**config.mk**
```make
export PLATFORM = sky130hd
export DESIGN_NAME = headgen_pipe_s3
export DESIGN_NICKNAME = d
export VERILOG_FILES = /design/src/rtl/headgen_pipe_s3_pkg.sv /design/src/rtl/headgen_pipe_s3_fold.sv /design/src/rtl/headgen_pipe_s3.sv
export SDC_FILE = /design/constraint.sdc
export NUM_CORES = 1
export LEC_CHECK = 0
export CAP_MARGIN = 15
export CORE_MARGIN = 5
export CORE_UTILIZATION = 50
export CTS_BUF_LIST = sky130_fd_sc_hd__clkbuf_4 sky130_fd_sc_hd__clkbuf_8
export DETAILED_ROUTE_END_ITERATION = 16
export PLACE_DENSITY = 0.76
export SLEW_MARGIN = 10
export SYNTH_ARGS = -nofsm -noshare
export SYNTH_HDL_FRONTEND = slang
export SYNTH_HIERARCHICAL = 1
export SYNTH_SLANG_ARGS = --single-unit
```
**constraint.sdc**
```tcl
create_clock -name clk -period 6.44 [get_ports clk]
set_input_delay 1.288 -clock clk [delete_from_list [all_inputs] [get_ports clk]]
set_output_delay 1.288 -clock clk [all_outputs]
set_load 0.05 [all_outputs]
```
**src/rtl/headgen_pipe_s3_pkg.sv**
```systemverilog
// Shared types and constants for the stage-3 IPv4 outer-header generator.
// Pulled in by headgen_pipe_s3 and its checksum fold helper.
package headgen_pipe_s3_pkg;

  typedef enum logic [1:0] {
    ST_IDLE = 2'd0,
    ST_CALC = 2'd1,
    ST_SEND = 2'd2
  } state_e;

  localparam int unsigned HDR_WORDS      = 10;
  localparam logic [3:0]  LAST_WORD_IDX  = 4'd9;

  localparam logic [15:0] HDR_VER_IHL_TOS = 16'h4500;
  localparam logic [15:0] HDR_FLAGS_FRAG  = 16'h4000;
  localparam logic [15:0] IPV4_HDR_BYTES  = 16'd20;

endpackage

```
**src/rtl/headgen_pipe_s3_fold.sv**
```systemverilog
// One's-complement end-around-carry fold, 17-bit sum to 16 bits.
// Folds twice so a carry produced by the first fold is also wrapped back in.
module ones_comp_fold16 (
  input  logic [16:0] sum_i,
  output logic [15:0] fold_o
);

  logic [16:0] first_fold;

  always_comb begin
    first_fold = {1'b0, sum_i[15:0]} + {16'b0, sum_i[16]};
    fold_o     = first_fold[15:0] + {15'b0, first_fold[16]};
  end

endmodule

```
**src/rtl/headgen_pipe_s3.sv**
```systemverilog
// Stage-3 header generator: final IPv4 checksum and 10-word header serialiser.
// Optional build macro HEADGEN_S3_STATS_EN adds hdr_count / stall_cycles outputs.
//
// state   | meaning
// IDLE    | in_ready high, waiting to capture a triple
// CALC    | one cycle, folds the checksum
// SEND    | streams header words 0..9 under hdr_ready
module headgen_pipe_s3
  import headgen_pipe_s3_pkg::*;
#(
  parameter logic [7:0]  TTL       = 8'd64,
  parameter logic [7:0]  PROTO     = 8'd47,
  parameter int unsigned LEN_SHIFT = 3
) (
  input  logic        clk,
  input  logic        rst,
  input  logic        in_valid,
  output logic        in_ready,
  input  logic [8:0]  in_0,
  input  logic [15:0] in_1,
  input  logic [15:0] in_2,
  input  logic [31:0] src_ip,
  input  logic [31:0] dst_ip,
  output logic [15:0] hdr_data,
  output logic        hdr_valid,
  input  logic        hdr_ready,
  output logic        hdr_last
`ifdef HEADGEN_S3_STATS_EN
  ,
  output logic [15:0] hdr_count,
  output logic [15:0] stall_cycles
`endif
);

  state_e      state_q, state_d;
  logic [3:0]  cnt_q, cnt_d;
  logic [15:0] tot_len_q, tot_len_d;
  logic [15:0] psum_q, psum_d;
  logic [15:0] id_q, id_d;
  logic [15:0] cksum_q, cksum_d;
  logic [31:0] src_q, src_d;
  logic [31:0] dst_q, dst_d;

  logic [16:0] sum17;
  logic [15:0] folded;
  logic        word_hs;

  assign sum17 = {1'b0, psum_q} + {1'b0, tot_len_q};

  ones_comp_fold16 u_fold (
    .sum_i  (sum17),
    .fold_o (folded)
  );

  // in_ready is held low while rst is asserted so nothing is offered as accepted
  assign in_ready  = (state_q == ST_IDLE) && !rst;
  assign hdr_valid = (state_q == ST_SEND);
  assign hdr_last  = (state_q == ST_SEND) && (cnt_q == LAST_WORD_IDX);
  assign word_hs   = hdr_valid && hdr_ready;

  always_comb begin
    state_d   = state_q;
    cnt_d     = cnt_q;
    tot_len_d = tot_len_q;
    psum_d    = psum_q;
    id_d      = id_q;
    cksum_d   = cksum_q;
    src_d     = src_q;
    dst_d     = dst_q;
    case (state_q)
      ST_IDLE: begin
        if (in_valid && in_ready) begin
          tot_len_d = ({7'b0, in_0} << LEN_SHIFT) + IPV4_HDR_BYTES;
          psum_d    = in_1;
          id_d      = in_2;
          src_d     = src_ip;
          dst_d     = dst_ip;
          state_d   = ST_CALC;
        end
      end
      ST_CALC: begin
        cksum_d = ~folded;
        cnt_d   = 4'd0;
        state_d = ST_SEND;
      end
      ST_SEND: begin
        if (word_hs) begin
          if (cnt_q == LAST_WORD_IDX) begin
            cnt_d   = 4'd0;
            state_d = ST_IDLE;
          end else begin
            cnt_d = cnt_q + 4'd1;
          end
        end
      end
      default: begin
        cnt_d   = 4'd0;
        state_d = ST_IDLE;
      end
    endcase
  end

  always_comb begin
    hdr_data = 16'h0000;
    if (state_q == ST_SEND) begin
      case (cnt_q)
        4'd0:    hdr_data = HDR_VER_IHL_TOS;
        4'd1:    hdr_data = tot_len_q;
        4'd2:    hdr_data = id_q;
        4'd3:    hdr_data = HDR_FLAGS_FRAG;
        4'd4:    hdr_data = {TTL, PROTO};
        4'd5:    hdr_data = cksum_q;
        4'd6:    hdr_data = src_q[31:16];
        4'd7:    hdr_data = src_q[15:0];
        4'd8:    hdr_data = dst_q[31:16];
        4'd9:    hdr_data = dst_q[15:0];
        default: hdr_data = 16'h0000;
      endcase
    end
  end

  always_ff @(posedge clk or posedge rst) begin
    if (rst) begin
      state_q   <= ST_IDLE;
      cnt_q     <= 4'd0;
      tot_len_q <= 16'h0000;
      psum_q    <= 16'h0000;
      id_q      <= 16'h0000;
      cksum_q   <= 16'h0000;
      src_q     <= 32'h0000_0000;
      dst_q     <= 32'h0000_0000;
    end else begin
      state_q   <= state_d;
      cnt_q     <= cnt_d;
      tot_len_q <= tot_len_d;
      psum_q    <= psum_d;
      id_q      <= id_d;
      cksum_q   <= cksum_d;
      src_q     <= src_d;
      dst_q     <= dst_d;
    end
  end

`ifdef HEADGEN_S3_STATS_EN
  logic [15:0] hdr_count_q, hdr_count_d;
  logic [15:0] stall_q, stall_d;

  always_comb begin
    hdr_count_d = hdr_count_q;
    stall_d     = stall_q;
    if (word_hs && (cnt_q == LAST_WORD_IDX)) begin
      hdr_count_d = hdr_count_q + 16'd1;
    end
    if (hdr_valid && !hdr_ready && (stall_q != 16'hFFFF)) begin
      stall_d = stall_q + 16'd1;
    end
  end

  always_ff @(posedge clk or posedge rst) begin
    if (rst) begin
      hdr_count_q <= 16'h0000;
      stall_q     <= 16'h0000;
    end else begin
      hdr_count_q <= hdr_count_d;
      stall_q     <= stall_d;
    end
  end

  assign hdr_count    = hdr_count_q;
  assign stall_cycles = stall_q;
`endif

endmodule

```
* Yosys cells after proc, flatten, opt, wreduce, memory -nomap -nowiden
Cells that the tools add are included.
** Operators by class
- $add $sub $neg :: 5
- Equality and inequality tests :: 14
- Mux-type cells :: 9
- Bitwise gates (word level) :: 2
- Reduce and logical (&&, ||, !) cells :: 10
** Operators with widths (number)
- case mux 16 bit (10 select lines) :: 1
- adder 16 x 1 -> 17 bit :: 1
- adder 16 x 16 -> 17 bit :: 1
- adder 16 x 1 -> 16 bit :: 1
- equality test 4 x 3 -> 1 bit, second input constant :: 4
- two-way mux 16 bit :: 1
- inverter 16 bit :: 1
- adder 12 x 5 -> 13 bit, second input constant :: 1
- equality test 4 x 2 -> 1 bit, second input constant :: 2
- equality test 4 bit, second input constant :: 2
- two-way mux 4 bit :: 2
- case mux 4 bit (2 select lines) :: 1
- two-way mux 2 bit :: 3
- inequality test 2 x 1 -> 1 bit, second input constant :: 3
- case mux 2 bit (3 select lines) :: 1
- adder 4 x 1 -> 4 bit, second input constant :: 1
- equality test 4 x 1 -> 1 bit, second input constant :: 1
- logical AND 1 bit :: 4
- zero test 4 bit :: 1
- AND reduction 2 bit :: 2
- AND reduction 3 bit :: 1
- equality test 2 x 1 -> 1 bit, second input constant :: 1
- equality test 2 bit, second input constant :: 1
- zero test 2 bit :: 1
- 2 further kinds :: 2
** Word-level totals
- Register bits after elaboration :: 134
- Bits of input ports :: 109
- Output and inout bits :: 19
- Word-level logic and storage cells :: 48

* Logic depth before layout (Yosys ltp)
Gate-level depths: netlist of the first run.
- Word-level depth :: 5
- Depth in mapped cells :: 19
- Mapped depth without buffers :: 18

* Cells and area by module
The synthesis of the first run kept the hierarchy.
** Modules (own cells, without submodules)
- headgen_pipe_s3 :: times used 1, cells each 761, area each 6462.4 um2, sequential area each 3228.1 um2
- ones_comp_fold16 :: times used 1, cells each 107, area each 808.3 um2, sequential area each 0.0 um2

* Worst setup path after synthesis of the first run
No wires, ideal clock.
- Path type :: flip-flop to flip-flop
- Start :: reg tot_len_q[2]
- End :: reg cksum_q[15]
- Setup time :: 0.131 ns
- Data arrival time :: 3.633 ns
- Data required time :: 6.309 ns
- Setup slack :: 2.676 ns
- Cell stages (with the launch flop) :: 16
- Path buffers :: 0
- Period minus slack after synthesis :: 3.764 ns
- Cell sequence :: dfrtp_1 ha_1 fa_1 a21o_2 a31oi_4 nor2_2 nor2_1 and4_1 nand4_1 nor3_1 ha_1 o2111ai_1 nor4_4 nand4_1 xnor2_1 o21ai_0
** On the way
- Word-level cells in the longest chain between the ends :: 4
** RTL lines
- from (decl) :: line headgen_pipe_s3.sv:37 : logic [15:0] tot_len_q, tot_len_d;
- from (signal assigned) :: line headgen_pipe_s3.sv:135 : tot_len_q <= tot_len_d;
- adder 16 x 16 -> 17 bit :: line headgen_pipe_s3.sv:48 : assign sum17 = {1'b0, psum_q} + {1'b0, tot_len_q};
- net sum17[8] :: line headgen_pipe_s3.sv:44 : logic [16:0] sum17;
- adder 16 x 1 -> 17 bit :: line headgen_pipe_s3_fold.sv:11 : first_fold = {1'b0, sum_i[15:0]} + {16'b0, sum_i[16]};
- adder 16 x 1 -> 16 bit :: line headgen_pipe_s3_fold.sv:12 : fold_o = first_fold[15:0] + {15'b0, first_fold[16]};
- net folded[15] :: line headgen_pipe_s3.sv:45 : logic [15:0] folded;
- inverter 16 bit :: line headgen_pipe_s3.sv:82 : cksum_d = ~folded;
- to (signal assigned) :: line headgen_pipe_s3.sv:138 : cksum_q <= cksum_d;
- to (decl) :: line headgen_pipe_s3.sv:40 : logic [15:0] cksum_q, cksum_d;
The timed path passes the listed nets, and every way through them passes these cells.
A chain may end at the register's enable or synchronous reset.

* Worst setup path in the final report of the first run
- Start :: reg cnt_q[0]
- End :: out hdr_data[7]
** On the way
- Word-level cells in the longest chain between the ends :: 3
- Elaborated cells on any way between the ends :: 12
- Classes of those cells :: eq/ne (9); mux (2); reduce/logical (1)
** RTL lines
- from (decl) :: line headgen_pipe_s3.sv:36 : logic [3:0] cnt_q, cnt_d;
- from (signal assigned) :: line headgen_pipe_s3.sv:134 : cnt_q <= cnt_d;
- equality test 4 bit, or another cell as far along :: line headgen_pipe_s3.sv:106 : case (cnt_q)
- case mux 16 bit (10 select lines) * :: line headgen_pipe_s3.sv:106
- two-way mux 16 bit * :: line headgen_pipe_s3.sv:105 : if (state_q == ST_SEND) begin
- to (decl) :: line headgen_pipe_s3.sv:24 : output logic [15:0] hdr_data,
Every way passes the cells marked *; elsewhere a longest branch is shown, timed or not.

==> impl_metrics.json, run 1 <==
{
  "start_util_pct": 50.4,
  "power_uw": 4470,
  "drive_above_1_share_pct": 7.24,
  "grt_antenna_before_repair": 0,
  "drtIter0Drc": 643,
  "cts_setup_buffers": 0,
  "ys_ff_latch": 129,
  "drt_pass1_iterations": 6,
  "post_drt_via_cell_ratio": 5.49,
  "relSlewSlack_pct": 35.0,
  "crit_path_max_fanout": 22,
  "dp_hpwl_mm": 14.0,
  "clk_pin_slew_ps": 80,
  "ir_worst_vdd_v": 0.000262,
  "fmaxAchievable_ghz": 0.206,
  "critPathLaunchType": "flop",
  "hold_viol": 0,
  "finalSetupTns_ps": 0,
  "fin_nets": 1094,
  "synth_edf_count": 0,
  "fin_area_sq_mm": 0.00896,
  "routed_wl_mm": 19.3,
  "dpl_cell_area_sq_mm": 0.00853,
  "drc": 0,
  "synth_fp_nets": 994,
  "yosysTopAreaCell": "dfrtp_1",
  "cts_buffers": 17,
  "num_rows": 44,
  "async_flop_share_pct": 100,
  "synth.distinct_cells": 78,
  "status": "finished clean",
  "crit_path_end_kind": "output port",
  "skew_ps": 13.2,
  "wl_per_cell_um": 16.5,
  "vias": 6391,
  "rsz0062_at_grt": "no",
  "seq_area_sq_mm": 0.00323,
  "cp.required_ps": 5150,
  "syn_inst": 868,
  "setup_viol": 0,
  "maxCapViolCount": 0,
  "post-route-period-util_pct": 75.4,
  "io_buffer_count": 127,
  "grt_pass1_vias": 6119,
  "fillerInstances": 1260,
  "grt_pass1_wl_mm": 31.0,
  "pin_count": 128,
  "crit_type": "flop to output port",
  "syn_area_per_cell_sq_um": 8.38,
  "ant_nets": 0,
  "grt_usage_pct": 23.3,
  "cts_hold_buf": 0,
  "drv_slew": 0,
  "diodes": 0,
  "cts_htree_levels": 4,
  "synth_area_leaders": "dfrtp_1, nand2_1, xnor2_1",
  "tightestPinTransition_ps": 975,
  "worstPathArrival_ps": 3570,
  "cts_resized": 0,
  "die_w_um": 131,
  "clkSinkCount": 129,
  "clk_latency_ps": 450,
  "synthFlopType": "dfrtp_1",
  "fp.dieH_um": 131,
  "p_leak_uw": 0.00408,
  "grt_max_degree": 100,
  "clk_path_buf_depth": 2,
  "hold_path_class": "flop to flop",
  "root_buffer": "clkbuf_8",
  "yosysWarnings": 6,
  "place_congestion": 0.968,
  "multi_input_area_sq_mm": 0.00371,
  "cts_tree": "built",
  "syn-cell-area_sq_mm": 0.00727,
  "grt_overflow": 0,
  "power_density_mw_per_mm2": 499,
  "core-area_sq_mm": 0.0144,
  "ys_seq_area_share_pct": 44.4,
  "syn_to_final_growth_pct": 23.2,
  "synth_top_area_share_pct": 44.4,
  "dieArea_sq_mm": 0.0171,
  "period_needed_ps": 4860
}
## logic make-up (layout without fill, tap and decap cells)
logic type | Yosys count | after routing | synth area share (%)
buffers and inverters | 65 | 178 | 4.65
multiplexers | 11 | 11 | 1.63
AO/OA/AOI/OAI | 146 | 146 | 13.9
XOR/XNOR | 39 | 39 | 4.70
adder cells (fa/ha/maj) | 18 | 18 | 3.17
AND/OR/NAND/NOR | 460 | 460 | 27.5
flip-flops | 129 | 129 | 44.4
## final cells by class
class,instances,area share (%)
timing repair buffer,131,14.5
clock inverter,15,2.19
multi-input combinational,674,41.4
inverter,15,0.656
tap,184,2.57
clock buffer,17,2.61
sequential,129,36.0
## flip-flops by register name, summed over array words and instances, names as in the netlist
name	cells
psum_q	16
tot_len_q	11
cnt_q	4
state_q	2
id_q	16
cksum_q	16
dst_q	32
src_q	32
## synthesized netlist by cell type, drive strengths merged (12+ instances only)
master    n
nand2   356
dfrtp   129
o21ai    47
a21oi    35
buf      28
xnor2    28
nor2     25
clkbuf   22
ha       16
nor3     16
inv      15
nand3    14
a222oi   12
## worst paths after layout
check	from	to	slack, ps	depth (start not counted)
min reg2reg	src_q[19]$_DFFE_PP0P_	src_q[19]$_DFFE_PP0P_	480	2
max in group asynchronous	rst	src_q[12]$_DFFE_PP0P_	3760	3
max	cnt_q[0]$_DFFE_PP0P_	hdr_data[7]	1580	5
max reg2reg	tot_len_q[2]$_DFFE_PP0P_	cksum_q[15]$_DFFE_PP0N_	2110	15
min	src_q[19]$_DFFE_PP0P_	src_q[19]$_DFFE_PP0P_	480	2
min in group asynchronous	rst	src_q[14]$_DFFE_PP0P_	1410	2
## routing by layer
layer	share of wire (%)	up-vias	global-route usage, %
li1	-	3126	-
met1	46	2976	33.1
met2	45	245	35.0
met3	6.8	44	5.28
met4	2.9	0	8.53
met5	0	-	0
## where the power goes
part	switching, uW	internal (uW)	total [uW]
combinational	1320	848	2160
clock	360	396	756
sequential	358	1190	1550
total	2030	2440	4470
## layout by cell type, fill, tap and decap left out, types with 7 or more instances in the layout
cell,count
xnor2_1,28
nand2_1,355
nand3_1,14
a222oi_1,12
mux2_2,7
inv_1,13
nand4_1,9
xor2_1,11
a22o_1,7
nor2_1,22
dfrtp_1,129
clkdlybuf4s50_1,127
nor3_1,13
o21ai_0,46
ha_1,16
clkbuf_8,17
a21oi_1,35
## critical path, cell delays in order, from the launching register on
cell and delay [ps]:
dfrtp_1 770, nand2b_1 350, nor2b_2 680, a222oi_1 260, a21oi_1 220, clkdlybuf4s50_1 840
## through the flow
step | worst slack [ps] | instances | hold WS, ps | util, %
finish | 1580 | 1165 | 478 | 62.1
global route | 1360 | 1165 | 506 | 62.1
CTS | 1590 | 1165 | 480 | 62.1
detailed placement | 2110 | 1133 | 461 | 59.1
global placement | 2090 | 1133 | 453 | 59.1
floorplan | 1710 | 868 | 440 | -
No activity file was read; power rests on OpenSTA's default activity.
==> inputs of run 2 (changes only) <==
Settings changed: PLACE_DENSITY 0.76 to 0.79.
Clock period 6.44 ns to 4.23 ns, I/O delays scaled along.
==> impl_metrics.json, run 2 (same netlist as run 1, synthesis figures left out) <==
{
  "critPathMaxStageDelay_ps": 420,
  "cts_resized": 0,
  "grt_antenna_before_repair": 0,
  "wl_per_cell_um": 16.7,
  "dpl_cell_area_sq_mm": 0.00871,
  "num_rows": 44,
  "cts_hold_buf": 0,
  "cts_buffers": 17,
  "status": "finished clean",
  "grt_pass1_vias": 6229,
  "critPathTopFamily": "simple AND/OR/NAND/NOR gates",
  "cp.required_ps": 4590,
  "crit_type": "flop to flop",
  "drv_slew": 0,
  "crit_start": "tot_len_q[5]$_DFFE_PP0P_",
  "ant_nets": 0,
  "relSlewSlack_pct": 34.8,
  "fp.dieH_um": 131,
  "dp_hpwl_mm": 14.7,
  "crit_path_max_fanout": 6,
  "clk_pin_slew_ps": 80,
  "drt_pass1_iterations": 6,
  "power_density_mw_per_mm2": 772,
  "hold_path_class": "flop to flop",
  "worstPathArrival_ps": 4290,
  "drc": 0,
  "clk_latency_ps": 460,
  "post-route-period-util_pct": 93.0,
  "grt_max_degree": 62,
  "cts_setup_buffers": 0,
  "rr_startpoint": "tot_len_q[5]$_DFFE_PP0P_",
  "rsz0062_at_grt": "no",
  "power_frac_seq_pct": 32.1,
  "grt_usage_pct": 23.7,
  "slowest_stage": "ha_1",
  "vias": 6504,
  "drive_above_1_share_pct": 11.1,
  "ir_worst_vdd_v": 0.000430,
  "hold_path_startpoint": "id_q[10]$_DFFE_PP0P_",
  "skew_ps": 12.4,
  "switchingPower_uw": 3150,
  "clk_path_buf_depth": 2,
  "top_regs": "dst_q x32, src_q x32",
  "diodes": 0,
  "critPathLaunchType": "flop",
  "cts_tree": "built",
  "root_buffer": "clkbuf_8",
  "syn_to_final_growth_pct": 26.1,
  "final_cell_mix": "nand2_1, dfrtp_1, clkdlybuf4s50_1",
  "cts_htree_levels": 4,
  "period_needed_ps": 3940,
  "p_clk_share_pct": 16.2,
  "holdWs_ps": 479,
  "place_congestion": 0.956,
  "io_buffer_count": 127,
  "fillerInstances": 1246,
  "start_util_pct": 50.4,
  "maxCapViolCount": 0,
  "grt_overflow": 0,
  "tightestPinTransition_ps": 978,
  "core-area_sq_mm": 0.0144,
  "clkSinkCount": 129,
  "crit_path_end_kind": "flop",
  "post_drt_via_cell_ratio": 5.47,
  "power_switching_share_pct": 44.5,
  "routed_wl_mm": 19.8,
  "setup_viol": 0,
  "drtIter0Drc": 595,
  "final_common_cell": "nand2_1",
  "hold_viol": 0,
  "grt_pass1_wl_mm": 31.5,
  "pin_count": 128,
  "dieArea_sq_mm": 0.0171,
  "worstPathCellList": "ha_1 -> a21o_1 -> a21oi_1 -> nand2_1 -> a21boi_0 -> xnor2_1 -> and4_1 -> nand4_1 -> nor3_2 -> ha_1 -> nand4_1 -> nor3_4 -> nand4b_1 -> xnor2_1 -> o21ai_0",
  "p_comb_share_pct": 51.7,
  "internal_power_uw": 3920,
  "die_w_um": 131,
  "critPathBufInv": 0,
  "fin_area_sq_mm": 0.00917,
  "p_leak_uw": 0.00425,
  "fmaxAchievable_ghz": 0.254,
  "fin_nets": 1119,
  "finalSetupTns_ps": 0
}
==> run 2: cell count changes in the layout (fill, tap and decap cells not counted), sizes merged <==
cell	previous run	this run
buf	4	41
clkdlybuf4s50	127	115
clkinv	2	5
inv	23	16
clkinvlp	2	3
clkbuf	17	20
==> run 2: final timing paths <==
kind	slack [ps]	endpoint	cells past startpoint
max in group asynchronous	2480	psum_q[7]$_DFFE_PP0P_	3
setup reg to reg	290	cksum_q[14]$_DFFE_PP0N_	15
hold reg to reg	480	id_q[10]$_DFFE_PP0P_	2
setup / recovery	290	cksum_q[14]$_DFFE_PP0N_	15
hold / removal	480	id_q[10]$_DFFE_PP0P_	2
min in group asynchronous	960	cksum_q[5]$_DFFE_PP0N_	2
==> run 2: power by group through the flow <==
stage                     registers, uW  logic (uW)  clock network, uW
after floorplan                    2090        2690                  0
after global placement             2260        3550                  0
after detailed placement           2280        3600                  0
after CTS                          2260        3620               1160
after global routing               2350        4020               1210
final                              2270        3660               1150
==> run 2: layout make-up <==
| type | count | area [sq um] | share of cell area [%] |
|---|---|---|---|
| multi-input combinational | 674 | 3740 | 40.7 |
| sequential | 129 | 3230 | 35.2 |
| timing repair buffer | 156 | 1480 | 16.2 |
| clock buffer | 20 | 275 | 3.00 |
| tap | 184 | 230 | 2.51 |
| clock inverter | 12 | 155 | 1.69 |
| inverter | 15 | 60.1 | 0.655 |
==> run 2: worst min-delay path, delay by kind of cell (launching register included) <==
family / cells / cell delay, ps
flip-flops: 1 / 350
AND/OR/NAND/NOR: 2 / 100
==> run 2: through the flow <==
step	util, %	power (uW)	setup slack [ps]	cells
2_1_floorplan	-	4780	466	868
3_3_place_gp	60.4	5810	359	1158
3_5_place_dp	60.4	5880	197	1158
4_1_cts	63.4	7040	177	1190
5_1_grt	63.6	7570	12.4	1190
6_report	63.6	7070	295	1190
==> run 2: layer usage <==
metal / part of all wire [%] / vias to the layer above / global-route usage [%] / wire [um]
li1: - / 3179 / - / -
met1: 44 / 3057 / 32.7 / 8750
met2: 46 / 223 / 36.5 / 9210
met3: 5.9 / 45 / 3.62 / 1170
met4: 3.5 / 0 / 11.9 / 695
met5: 0 / - / 0 / 0
==> inputs of run 3 (changes only) <==
Settings changed: SKIP_LAST_GASP set to 1.
==> impl_metrics.json, run 3 (same netlist as run 1, synthesis figures left out) <==
{
  "fin_nets": 1119,
  "rsz0062_at_grt": "yes",
  "dp_hpwl_mm": 14.7,
  "vias": 6496,
  "final_cell_mix": "nand2_1, dfrtp_1, clkdlybuf4s50_1",
  "cp.required_ps": 4590,
  "hold_viol": 0,
  "power_uw": 7060,
  "power_frac_seq_pct": 32.2,
  "die_w_um": 131,
  "cts_buffers": 17,
  "crit_type": "flop to flop",
  "num_rows": 44,
  "grt_max_degree": 62,
  "grt_overflow": 0,
  "p_clk_share_pct": 16.2,
  "place_congestion": 0.956,
  "post-route-period-util_pct": 93.2,
  "dieArea_sq_mm": 0.0171,
  "power_density_mw_per_mm2": 771,
  "top_regs": "dst_q x32, src_q x32",
  "routed_wl_mm": 19.8,
  "cts_htree_levels": 4,
  "pin_count": 128,
  "wl_per_cell_um": 16.7,
  "post_drt_via_cell_ratio": 5.46,
  "root_buffer": "clkbuf_8",
  "clk_latency_ps": 460,
  "crit_path_end_kind": "flop",
  "skew_ps": 12.9,
  "worstPathArrival_ps": 4300,
  "drtIter0Drc": 615,
  "clk_pin_slew_ps": 80,
  "dpl.cell_count": 1158,
  "cts_tree": "built",
  "core-area_sq_mm": 0.0144,
  "drive_above_1_share_pct": 11.0,
  "final_common_cell": "nand2_1",
  "clk_path_buf_depth": 2,
  "grt_usage_pct": 23.7,
  "clkSinkCount": 129,
  "grt_antenna_before_repair": 0,
  "status": "finished clean",
  "dp_worst_setup_slack_ps": 197,
  "start_util_pct": 50.4,
  "cts_hold_buf": 0,
  "syn_to_final_growth_pct": 26.0,
  "setup_slack_ps": 289,
  "p_comb_share_pct": 51.6,
  "diodes": 0,
  "switchingPower_uw": 3140,
  "io_buffer_count": 127,
  "fmaxAchievable_ghz": 0.254,
  "crit_start": "tot_len_q[5]$_DFFE_PP0P_",
  "tightestPinTransition_ps": 972,
  "ir_worst_vdd_v": 0.000430,
  "period_needed_ps": 3940,
  "crit_path_max_fanout": 6,
  "fillerInstances": 1248,
  "maxCapViolCount": 0,
  "internal_power_uw": 3920,
  "p_leak_uw": 0.00424,
  "rr_startpoint": "tot_len_q[5]$_DFFE_PP0P_",
  "critPathLaunchType": "flop",
  "grt_pass1_vias": 6229,
  "grt_pass1_wl_mm": 31.5,
  "power_switching_share_pct": 44.5,
  "drv_slew": 0,
  "layoutNonFillerInstCount": 1190,
  "setup_viol": 0,
  "worstPathCellList": "ha_1 -> a21o_1 -> a21oi_1 -> nand2_1 -> a21boi_0 -> xnor2_1 -> and4_1 -> nand4_1 -> nor3_2 -> ha_1 -> nand4_1 -> nor3_4 -> nand4b_1 -> xnor2_1 -> o21ai_0",
  "critPathMaxStageDelay_ps": 410,
  "ant_nets": 0,
  "drt_pass1_iterations": 7,
  "r2r_slack_ps": 290,
  "relSlewSlack_pct": 35.2,
  "drc": 0,
  "hold_path_startpoint": "id_q[8]$_DFFE_PP0P_",
  "slowest_stage": "ha_1",
  "fp.dieH_um": 131,
  "hold_path_class": "flop to flop"
}
==> run 3: critical path: cells and delay by family, from the launching register on <==
kind / cells / cell delay, ps
flops: 1 / 400
compound gates: 4 / 780
fa+ha+maj: 2 / 660
simple gates: 7 / 1560
xor+xnor: 2 / 430
==> run 3: what timing repair did <==
action,in CTS,in global routing
gates resized for setup,0,4
buffers inserted,0,0
endpoints found under the setup margin,0,8
==> run 3: cell type report <==
type                    instances  area, sq um  share of cell area (%)
flip-flops and latches        129         3230                    35.2
repair buffers                156         1480                    16.2
well taps                     184          230                    2.51
clock inverters                12          155                    1.69
multi-input cells             674         3730                    40.7
clock buffers                  20          275                    3.00
inverters                      15         60.1                   0.656
==> run 3: power groups by stage <==
stage	clock network (uW)	registers (uW)	logic, uW
2_1_floorplan	0	2090	2690
3_3_place_gp	0	2260	3550
4_1_cts	1160	2260	3620
5_1_grt	1210	2350	4000
6_report	1150	2270	3640
3_5_place_dp	0	2280	3600
==> run 3: path summary, 6_finish.rpt <==
path,cells past startpoint,to
hold reg to reg,2,id_q[8]$_DFFE_PP0P_
hold / removal,2,id_q[8]$_DFFE_PP0P_
setup reg to reg,15,cksum_q[14]$_DFFE_PP0N_
max in group asynchronous,3,psum_q[7]$_DFFE_PP0P_
min in group asynchronous,2,cksum_q[5]$_DFFE_PP0N_
setup / recovery,15,cksum_q[14]$_DFFE_PP0N_
==> run 3: metrics by stage <==
stage	TNS, ps	utilization (%)	hold WS [ps]	area, sq um
6_report	0	63.5	476	9160
5_1_grt	-27.8	63.5	496	9160
4_1_cts	0	63.4	481	9150
3_5_place_dp	0	60.4	461	8710
3_3_place_gp	0	60.4	453	8710
2_1_floorplan	0	-	440	7270
==> run 3: routing by layer <==
| layer | track usage, % | part of all wire, % |
|---|---|---|
| met1 | 32.7 | 44 |
| met2 | 36.5 | 46 |
| met3 | 3.62 | 5.6 |
| met4 | 11.9 | 3.8 |
| met5 | 0 | 0 |
